==> config.mk <==
export PLATFORM = sky130hd
export DESIGN_NAME = core_fetch_unpack
export DESIGN_NICKNAME = d
export VERILOG_FILES = /design/src/rtl/core_fetch_unpack.sv
export SDC_FILE = /design/constraint.sdc
export NUM_CORES = 1
export LEC_CHECK = 0
export ABC_CLOCK_PERIOD_IN_PS = 11150
export CAP_MARGIN = 20
export CELL_PAD_IN_SITES_DETAIL_PLACEMENT = 1
export CELL_PAD_IN_SITES_GLOBAL_PLACEMENT = 1
export CORE_MARGIN = 5
export CORE_UTILIZATION = 44
export DETAILED_ROUTE_END_ITERATION = 10
export PLACE_DENSITY_LB_ADDON = 0.1
export REMOVE_ABC_BUFFERS = 1
export SLEW_MARGIN = 20
export SYNTH_ARGS = -nofsm -noshare
export SYNTH_HDL_FRONTEND = slang
export SYNTH_SLANG_ARGS = --single-unit
==> constraint.sdc <==
create_clock -name clk -period 11.15 [get_ports clk]
set_input_delay 2.23 -clock clk [delete_from_list [all_inputs] [get_ports clk]]
set_output_delay 2.23 -clock clk [all_outputs]
set_load 0.01 [all_outputs]
==> src/rtl/core_fetch_unpack.sv <==
// core_fetch_unpack
//   Front-end stage between instruction memory and decode. Issues 16-byte
//   aligned packet fetches, buffers the returned packets (INSTR_PER_PKT
//   instructions each) and hands them to decode one instruction per
//   handshake together with its PC. A redirect flushes everything buffered
//   and marks any in-flight packet as stale.
//
// Ports
//   clk, rst            core clock, synchronous active-high reset
//   redirect_valid_i    redirect fetch to redirect_pc_i (highest priority)
//   redirect_pc_i       redirect target, 4-byte aligned
//   mem_req_valid_o     fetch request valid
//   mem_req_ready_i     memory accepts the request
//   mem_req_addr_o      packet address, low offset bits are zero
//   mem_rsp_valid_i     packet return, no backpressure
//   mem_rsp_packet_i    returned packet, slot k at bits [32k+31:32k]
//   instr_valid_o       instruction valid to decode
//   instr_ready_i       decode accepts
//   instr_o             instruction
//   instr_pc_o          PC of instr_o
module core_fetch_unpack #(
    parameter int PKT_DEPTH = 2,
    parameter int INSTR_PER_PKT = 4,
    parameter int INSTR_WIDTH = 32,
    parameter int PC_WIDTH = 32,
    parameter logic [PC_WIDTH-1:0] RESET_PC = '0
) (
    input  logic                                 clk,
    input  logic                                 rst,
    input  logic                                 redirect_valid_i,
    input  logic [PC_WIDTH-1:0]                  redirect_pc_i,
    output logic                                 mem_req_valid_o,
    input  logic                                 mem_req_ready_i,
    output logic [PC_WIDTH-1:0]                  mem_req_addr_o,
    input  logic                                 mem_rsp_valid_i,
    input  logic [INSTR_WIDTH*INSTR_PER_PKT-1:0] mem_rsp_packet_i,
    output logic                                 instr_valid_o,
    input  logic                                 instr_ready_i,
    output logic [INSTR_WIDTH-1:0]               instr_o,
    output logic [PC_WIDTH-1:0]                  instr_pc_o
);

    localparam int SLOT_W  = $clog2(INSTR_PER_PKT);
    localparam int BYTE_SH = $clog2(INSTR_WIDTH / 8);
    localparam int OFS_W   = SLOT_W + BYTE_SH;
    localparam int PTR_W   = (PKT_DEPTH > 1) ? $clog2(PKT_DEPTH) : 1;
    localparam int CNT_W   = $clog2(PKT_DEPTH + 1);

    localparam logic [CNT_W-1:0]    DEPTH_C   = CNT_W'(PKT_DEPTH);
    localparam logic [SLOT_W-1:0]   LAST_SLOT = SLOT_W'(INSTR_PER_PKT - 1);
    localparam logic [PTR_W-1:0]    LAST_PTR  = PTR_W'(PKT_DEPTH - 1);
    localparam logic [PC_WIDTH-1:0] PKT_BYTES = PC_WIDTH'(1) << OFS_W;

    typedef logic [INSTR_PER_PKT-1:0][INSTR_WIDTH-1:0] pkt_t;

    function automatic logic [PC_WIDTH-1:0] align_pkt(input logic [PC_WIDTH-1:0] pc);
        return {pc[PC_WIDTH-1:OFS_W], {OFS_W{1'b0}}};
    endfunction

    function automatic logic [SLOT_W-1:0] slot_of(input logic [PC_WIDTH-1:0] pc);
        return pc[OFS_W-1:BYTE_SH];
    endfunction

    function automatic logic [PTR_W-1:0] ptr_inc(input logic [PTR_W-1:0] ptr);
        return (ptr == LAST_PTR) ? '0 : ptr + 1'b1;
    endfunction

    // fetch control
    logic [PC_WIDTH-1:0] fetch_pc;
    logic [SLOT_W-1:0]   start_slot;
    logic                outstanding;
    logic                drop;
    logic [PC_WIDTH-1:0] req_base;
    logic [SLOT_W-1:0]   req_slot;

    // packet buffer
    pkt_t                pkt_p0  [PKT_DEPTH];
    logic [PC_WIDTH-1:0] base_p0 [PKT_DEPTH];
    logic [SLOT_W-1:0]   slot_p0 [PKT_DEPTH];
    logic [PTR_W-1:0]    rd_ptr;
    logic [PTR_W-1:0]    wr_ptr;
    logic [CNT_W-1:0]    count;

    logic                busy;
    logic                req_fire;
    logic                rsp_take;
    logic                push;
    logic                fire_out;
    logic                pop;
    pkt_t                head_pkt;
    logic [PC_WIDTH-1:0] head_base;
    logic [SLOT_W-1:0]   head_slot;
    logic                unused_pc_bits;

    assign unused_pc_bits = ^redirect_pc_i[BYTE_SH-1:0];

    // busy: memory still owes one response, either wanted or stale
    assign busy            = outstanding | drop;
    assign mem_req_valid_o = !rst && !busy && (count < DEPTH_C);
    assign mem_req_addr_o  = mem_req_valid_o ? fetch_pc : '0;
    assign req_fire        = mem_req_valid_o & mem_req_ready_i;
    assign rsp_take        = mem_rsp_valid_i & busy;
    assign push            = rsp_take & outstanding & ~redirect_valid_i;

    assign head_pkt      = pkt_p0[rd_ptr];
    assign head_base     = base_p0[rd_ptr];
    assign head_slot     = slot_p0[rd_ptr];
    assign instr_valid_o = (count != '0);
    assign instr_o       = instr_valid_o ? head_pkt[head_slot] : '0;
    assign instr_pc_o    = instr_valid_o ?
                           head_base + (PC_WIDTH'(head_slot) << BYTE_SH) : '0;
    assign fire_out      = instr_valid_o & instr_ready_i;
    assign pop           = fire_out & (head_slot == LAST_SLOT);

    // stage p0: fetch control and buffer occupancy
    always_ff @(posedge clk) begin
        if (rst) begin
            fetch_pc    <= align_pkt(RESET_PC);
            start_slot  <= slot_of(RESET_PC);
            outstanding <= 1'b0;
            // a request still in flight at reset returns later and must be discarded
            drop        <= outstanding & ~mem_rsp_valid_i;
            count       <= '0;
            rd_ptr      <= '0;
            wr_ptr      <= '0;
        end else if (redirect_valid_i) begin
            fetch_pc    <= align_pkt(redirect_pc_i);
            start_slot  <= slot_of(redirect_pc_i);
            outstanding <= 1'b0;
            // whatever memory still owes after this edge is stale
            drop        <= req_fire | (busy & ~mem_rsp_valid_i);
            count       <= '0;
            rd_ptr      <= '0;
            wr_ptr      <= '0;
        end else begin
            if (req_fire) begin
                outstanding <= 1'b1;
                fetch_pc    <= fetch_pc + PKT_BYTES;
                start_slot  <= '0;
            end
            if (rsp_take) begin
                outstanding <= 1'b0;
                drop        <= 1'b0;
            end
            if (push) wr_ptr <= ptr_inc(wr_ptr);
            if (pop)  rd_ptr <= ptr_inc(rd_ptr);
            count <= count + CNT_W'(push) - CNT_W'(pop);
        end
    end

    // stage p0: packet storage and per-entry slot pointer
    always_ff @(posedge clk) begin
        if (req_fire) begin
            req_base <= fetch_pc;
            req_slot <= start_slot;
        end
        if (push) begin
            pkt_p0[wr_ptr]  <= mem_rsp_packet_i;
            base_p0[wr_ptr] <= req_base;
            slot_p0[wr_ptr] <= req_slot;
        end
        if (fire_out && !pop) slot_p0[rd_ptr] <= head_slot + 1'b1;
    end

endmodule

== Yosys cells after proc, flatten, opt, wreduce, memory -nomap -nowiden ==
Memories as Yosys holds them, arrays and structs flattened. A register that Yosys moved wholly into a read port is not among the register bits.
Index checks and enable logic that the tools add are counted.
W data, S select, Z words.

* Flip-flop bits (word level): 74
* Bits in writable memories: 324
* Input port bits: 166
* Output and inout bits: 98
* Word-level logic and storage cells: 70
* Memories kept: 3

* Add/subtract/negate cells: 7
* Order comparisons: 2
* Equality and inequality tests: 1
* Multiplexer cells: 24
* Bitwise operators: 12
* Reductions and logical operators: 11

{| class="wikitable"
|+ Memories
! name !! depth !! width !! rd ports !! clocked after memory_dff !! write ports !! RTL line !! text
|-
| pkt_p0 || 2 || 128 || 1 || 1 || 1 || 77 || <nowiki>pkt_t pkt_p0 [PKT_DEPTH];</nowiki>
|-
| base_p0 || 2 || 32 || 1 || 1 || 1 || 78 || <nowiki>logic [PC_WIDTH-1:0] base_p0 [PKT_DEPTH];</nowiki>
|-
| slot_p0 || 2 || 2 || 1 || 1 || 2 || 79 || <nowiki>logic [SLOT_W-1:0] slot_p0 [PKT_DEPTH];</nowiki>
|}

{| class="wikitable"
|+ Operator list
! operator !! count
|-
| $mux W32 || 6
|-
| $bmux W32 S2 || 1
|-
| $add A32 B4 Y32 || 1
|-
| $add A32 B5 Y32 const B || 1
|-
| $mux W1 || 15
|-
| $and A1 B1 Y1 || 8
|-
| $mux W2 || 2
|-
| $reduce_bool A2 Y1 || 2
|-
| $logic_and A1 B1 Y1 || 3
|-
| $logic_not A1 Y1 || 3
|-
| $lt A2 B3 Y1 const B || 1
|-
| $reduce_bool A3 Y1 || 1
|-
| $reduce_or A3 Y1 || 1
|-
| $add A1 B1 Y1 const B || 2
|-
| $add A2 B1 Y2 || 1
|-
| $add A2 B1 Y2 const B || 1
|-
| $eq A2 B2 Y1 const B || 1
|-
| $lt A2 B2 Y1 const B || 1
|-
| $not A1 Y1 || 2
|-
| $or A1 B1 Y1 || 2
|-
| $reduce_or A2 Y1 || 1
|-
| $sub A2 B1 Y2 || 1
|}

== Logic depth before layout (Yosys ltp) ==
* Depth after elaboration: 8
* Mapped depth: 12
* Depth with buffers taken out: 10

== Worst setup path after synthesis ==
OpenSTA, ideal clock, no wires.

* Kind: input to register
* From: in redirect_valid_i
* To: mem slot_p0[0][0] (netlist name), enable pin
* Setup time: 0.329 ns
* Arrival: 9.993 ns
* Data required time: 10.821 ns
* Slack: 0.828 ns
* Stages on the path: 5
* Path buffers: 1
* Cell sequence: clkbuf_1 clkinv_1 nand3_1 nor2_1 or2_2

{| class="wikitable"
|+ RTL lines
! what !! RTL line !! text
|-
| start, declared || 30 || <nowiki>input logic redirect_valid_i,</nowiki>
|-
| end, declared || 79 ||
|}

== Worst setup path in the final report ==
* From: in rst
* To: out mem_req_addr_o[31]

* Word-level cells in the longest chain between the ends: 4

{| class="wikitable"
|+ RTL lines
! what !! RTL line !! text
|-
| start, declared || 29 || <nowiki>input logic rst,</nowiki>
|-
| $logic_not A1 Y1 || 99 || <nowiki>assign mem_req_valid_o = !rst && !busy && (count < DEPTH_C);</nowiki>
|-
| $logic_and A1 B1 Y1 (2 in series) || 99 ||
|-
| $mux W32 || 100 || <nowiki>assign mem_req_addr_o = mem_req_valid_o ? fetch_pc : '0;</nowiki>
|-
| end, declared || 34 || <nowiki>output logic [PC_WIDTH-1:0] mem_req_addr_o,</nowiki>
|}

No other way between the ends.

==> metrics.md <==
| Metric | Value |
|---|---|
| Status | completed |
| Final HPWL DP | 24690 µm |
| Clock Skew | 0.008184 ns |
| Part of the power in registers | 0.533 |
| Crit path max fanout | 28 |
| Synthesis Warnings | 0 |
| Largest net degree at the start of global routing | 92 |
| Vias/cell | 5.305 |
| Tcrit/Tclk final | 0.6406 |
| Drt pass-1 iters | 4 |
| Cell taking the most area after synthesis | edfxtp_1 |
| Pwr Total | 3.005 mW |
| Register area share after synthesis | 0.7195 |
| Die width | 197.6 µm |
| Routed wire length | 38360 µm |
| Syn Area/Cell | 14.79 µm² |
| Combinational share of power | 0.043 |
| Vias in the first global route | 10380 |
| Util after Layout | 0.5698 |
| Mapped Area | 15480 µm² |
| Measured slew at the worst slew-check pin | 1.095 ns |
| Area after DPL | 18460 µm² |
| Final Hold Viols | 0 |
| Area Growth Syn to Fin | 27.42% |
| Insertion delay to the later sink of the worst-skew pair | 0.52 ns |
| # port buffers | 255 |
| Setup violators final | 0 |
| Final net count | 1466 |
| Clock transition at the registers of the reported paths | 0.06 ns |
| CTS hold repair buffers | 0 |
| Peak Freq | 0.1400 GHz |
| Tot GR Track Use | 0.1911 |
| Die height | 197.6 µm |
| Largest cells by area after synthesis | edfxtp_1 67%, mux2i_1 6.0%, mux2_2 5.0% |
| Nature of the critical path startpoint | input pin |
| Flop2flop setup slack | 7.30 ns |
| Area fraction of the dominant cell type after synthesis | 0.6729 |
| Internal | 2.408 mW |
| Post-route ant nets | 0 |
| Hold crit path type | flop to flop |
| DR iter-0 viols | 362 |
| Std-Cell Rows | 68 |
| IO Pins | 264 |
| Cells after Synth | 1047 |
| Worst Setup Path Type | input pin to output port |
| H-tree Lvls | 2 |
| Main flop type after synthesis | edfxtp_1 |
| Final min period | 7.142 ns |
| Crit path DAT | 4.91 ns |
| Non-Filler Instances | 1784 |
| Most frequent cells in the layout | 347 x edfxtp_1, 255 x clkdlybuf4s50_1, 128 x nor2_1 |
| Lkg Pwr | 6.641 nW |
| Rel. slew slack | 0.2697 |
| Fill count | 3344 |
| Die Footprint | 39040 µm² |
| Clock root cell | clkbuf_16 |
| Core ar. | 34630 µm² |
| Initial antenna violation count | 2 |
| Post-CTS setup buffer count | 0 |
| Clock share of power | 0.424 |
| Maxcap violations | 0 |
| Global-route wire length before repair | 58440 µm |
| Dpl cells | 1708 |
| Crit. End Element | output port |
| Clock sinks | 383 |
| Sw frac | 0.1984 |
| Routed length per instance | 21.50 µm |
| Post-synth cell types | 50 |
| Initial Utilization | 0.4472 |
| VDD IR max | 0.09174 mV |
| CTS buffer count | 41 |
| DRC viols | 0 |
| Max-slew violations | 0 |
| Post-synth ARST share | 0 |
| Vias after detailed routing | 9465 |
| Setup_tns | 0 ns |
| Congestion Overflow GR | 0 |
| Power Dens Cells | 152.3 nW/µm² |
| Placer Congestion | 0.7776 |
| Critical Path RT | 8.92 ns |
| Commonest non-fill, non-tap cell in the layout | edfxtp_1 |
| Post-CTS Resized | 0 |
| Share of cells above drive strength 1 | 0.1139 |
| Clock Tree Buf Depth | 3 |
| Seq cells post-synth | 383 |
| Unrepaired setup endpoints after global routing | no |
| Number of synthesized flops with an enable pin | 347 |
| Net Switching | 596.2 µW |
| Final std cell area, no fill | 19730 µm² |
| TritonCTS clock tree | done |
cell families (layout without fill, tap and decap cells):
kind of cell,count (synthesis),after routing,synth area share
adder cells (fa/ha/maj),4,4,0.003232
other,1,9,0.0002422
AND/OR/NAND/NOR,245,245,0.07522
multiplexers,162,162,0.1103
buffers and inverters,86,360,0.02327
AO/OA/AOI/OAI,154,154,0.06149
flip-flops,383,383,0.7195
XOR/XNOR,12,12,0.006787
critical path, stage by stage:
cell,delay [ns]
clkdlybuf4s50_1,0.45
buf_4,0.31
or4_4,0.34
clkinv_1,0.64
and2_1,0.42
clkdlybuf4s50_1,0.51
power groups by stage:
| stage | Clock [mW] | Combinational, mW | Sequential [mW] |
|---|---|---|---|
| finish | 1.27 | 0.130 | 1.60 |
| global route | 1.37 | 0.140 | 1.60 |
| CTS | 1.31 | 0.132 | 1.60 |
| detailed placement | 0 | 0.130 | 1.63 |
| global placement | 0 | 0.127 | 1.63 |
| floorplan | 0 | 0.0383 | 1.63 |
registers in the layout (all words and copies together) (netlist names), named ones only:
signal	count
start_slot	2
drop	1
count	2
wr_ptr	1
pkt_p0	256
rd_ptr	1
slot_p0	4
base_p0	56
outstanding	1
req_base	28
req_slot	2
fetch_pc	28
cell type report:
cell class | count | area [µm²] | share of cell area
Clock buffer | 58 | 1162 | 0.05891
Multi-Input combinational cell | 583 | 4025 | 0.2040
Sequential cell | 383 | 11140 | 0.5648
Antenna cell | 3 | 7.507 | 0.0003805
Timing Repair Buffer | 268 | 2650 | 0.1343
Inverter | 19 | 71.32 | 0.003614
Tap cell | 455 | 569.3 | 0.02885
Clock inverter | 15 | 101.3 | 0.005136
path summary, 6_finish.rpt:
kind                                   start            endpoint  depth (start not counted)
worst max-delay path                     rst  mem_req_addr_o[31]                          6
worst min-delay path            req_base[12]      base_p0[1][12]                          0
worst max register to register          flop            count[1]                         11
worst min register to register  req_base[12]      base_p0[1][12]                          0
per-layer routing:
layer / vias to the layer above / track usage / share of wire
met1: 4696 / 0.2409 / 0.41
li1: 4465 / - / -
met5: - / 0 / 0
met3: 65 / 0.03838 / 0.059
met4: 0 / 0.05611 / 0.028
met2: 239 / 0.3356 / 0.50
metrics by stage:
stage	hold slack, ns	worst slack, ns
2_1_floorplan	0.4079	0.4369
3_3_place_gp	0.4208	3.856
3_5_place_dp	0.4314	3.940
4_1_cts	0.4458	3.934
5_1_grt	0.4531	3.814
6_report	0.4434	4.008
cell usage after synthesis, drive strengths merged (5+ instances only):
master / instances
edfxtp: 347
nor2: 131
mux2i: 93
a21oi: 69
mux2: 69
clkbuf: 51
dfxtp: 36
o22ai: 32
and2: 23
nand3: 19
inv: 17
buf: 16
nand2: 15
a211oi: 12
a311oi: 9
nor3: 9
nor4: 9
o21ai: 9
or3: 8
or4: 8
nand4: 7
xnor2: 7
xor2: 5
Power figures use the tool's default switching activity.
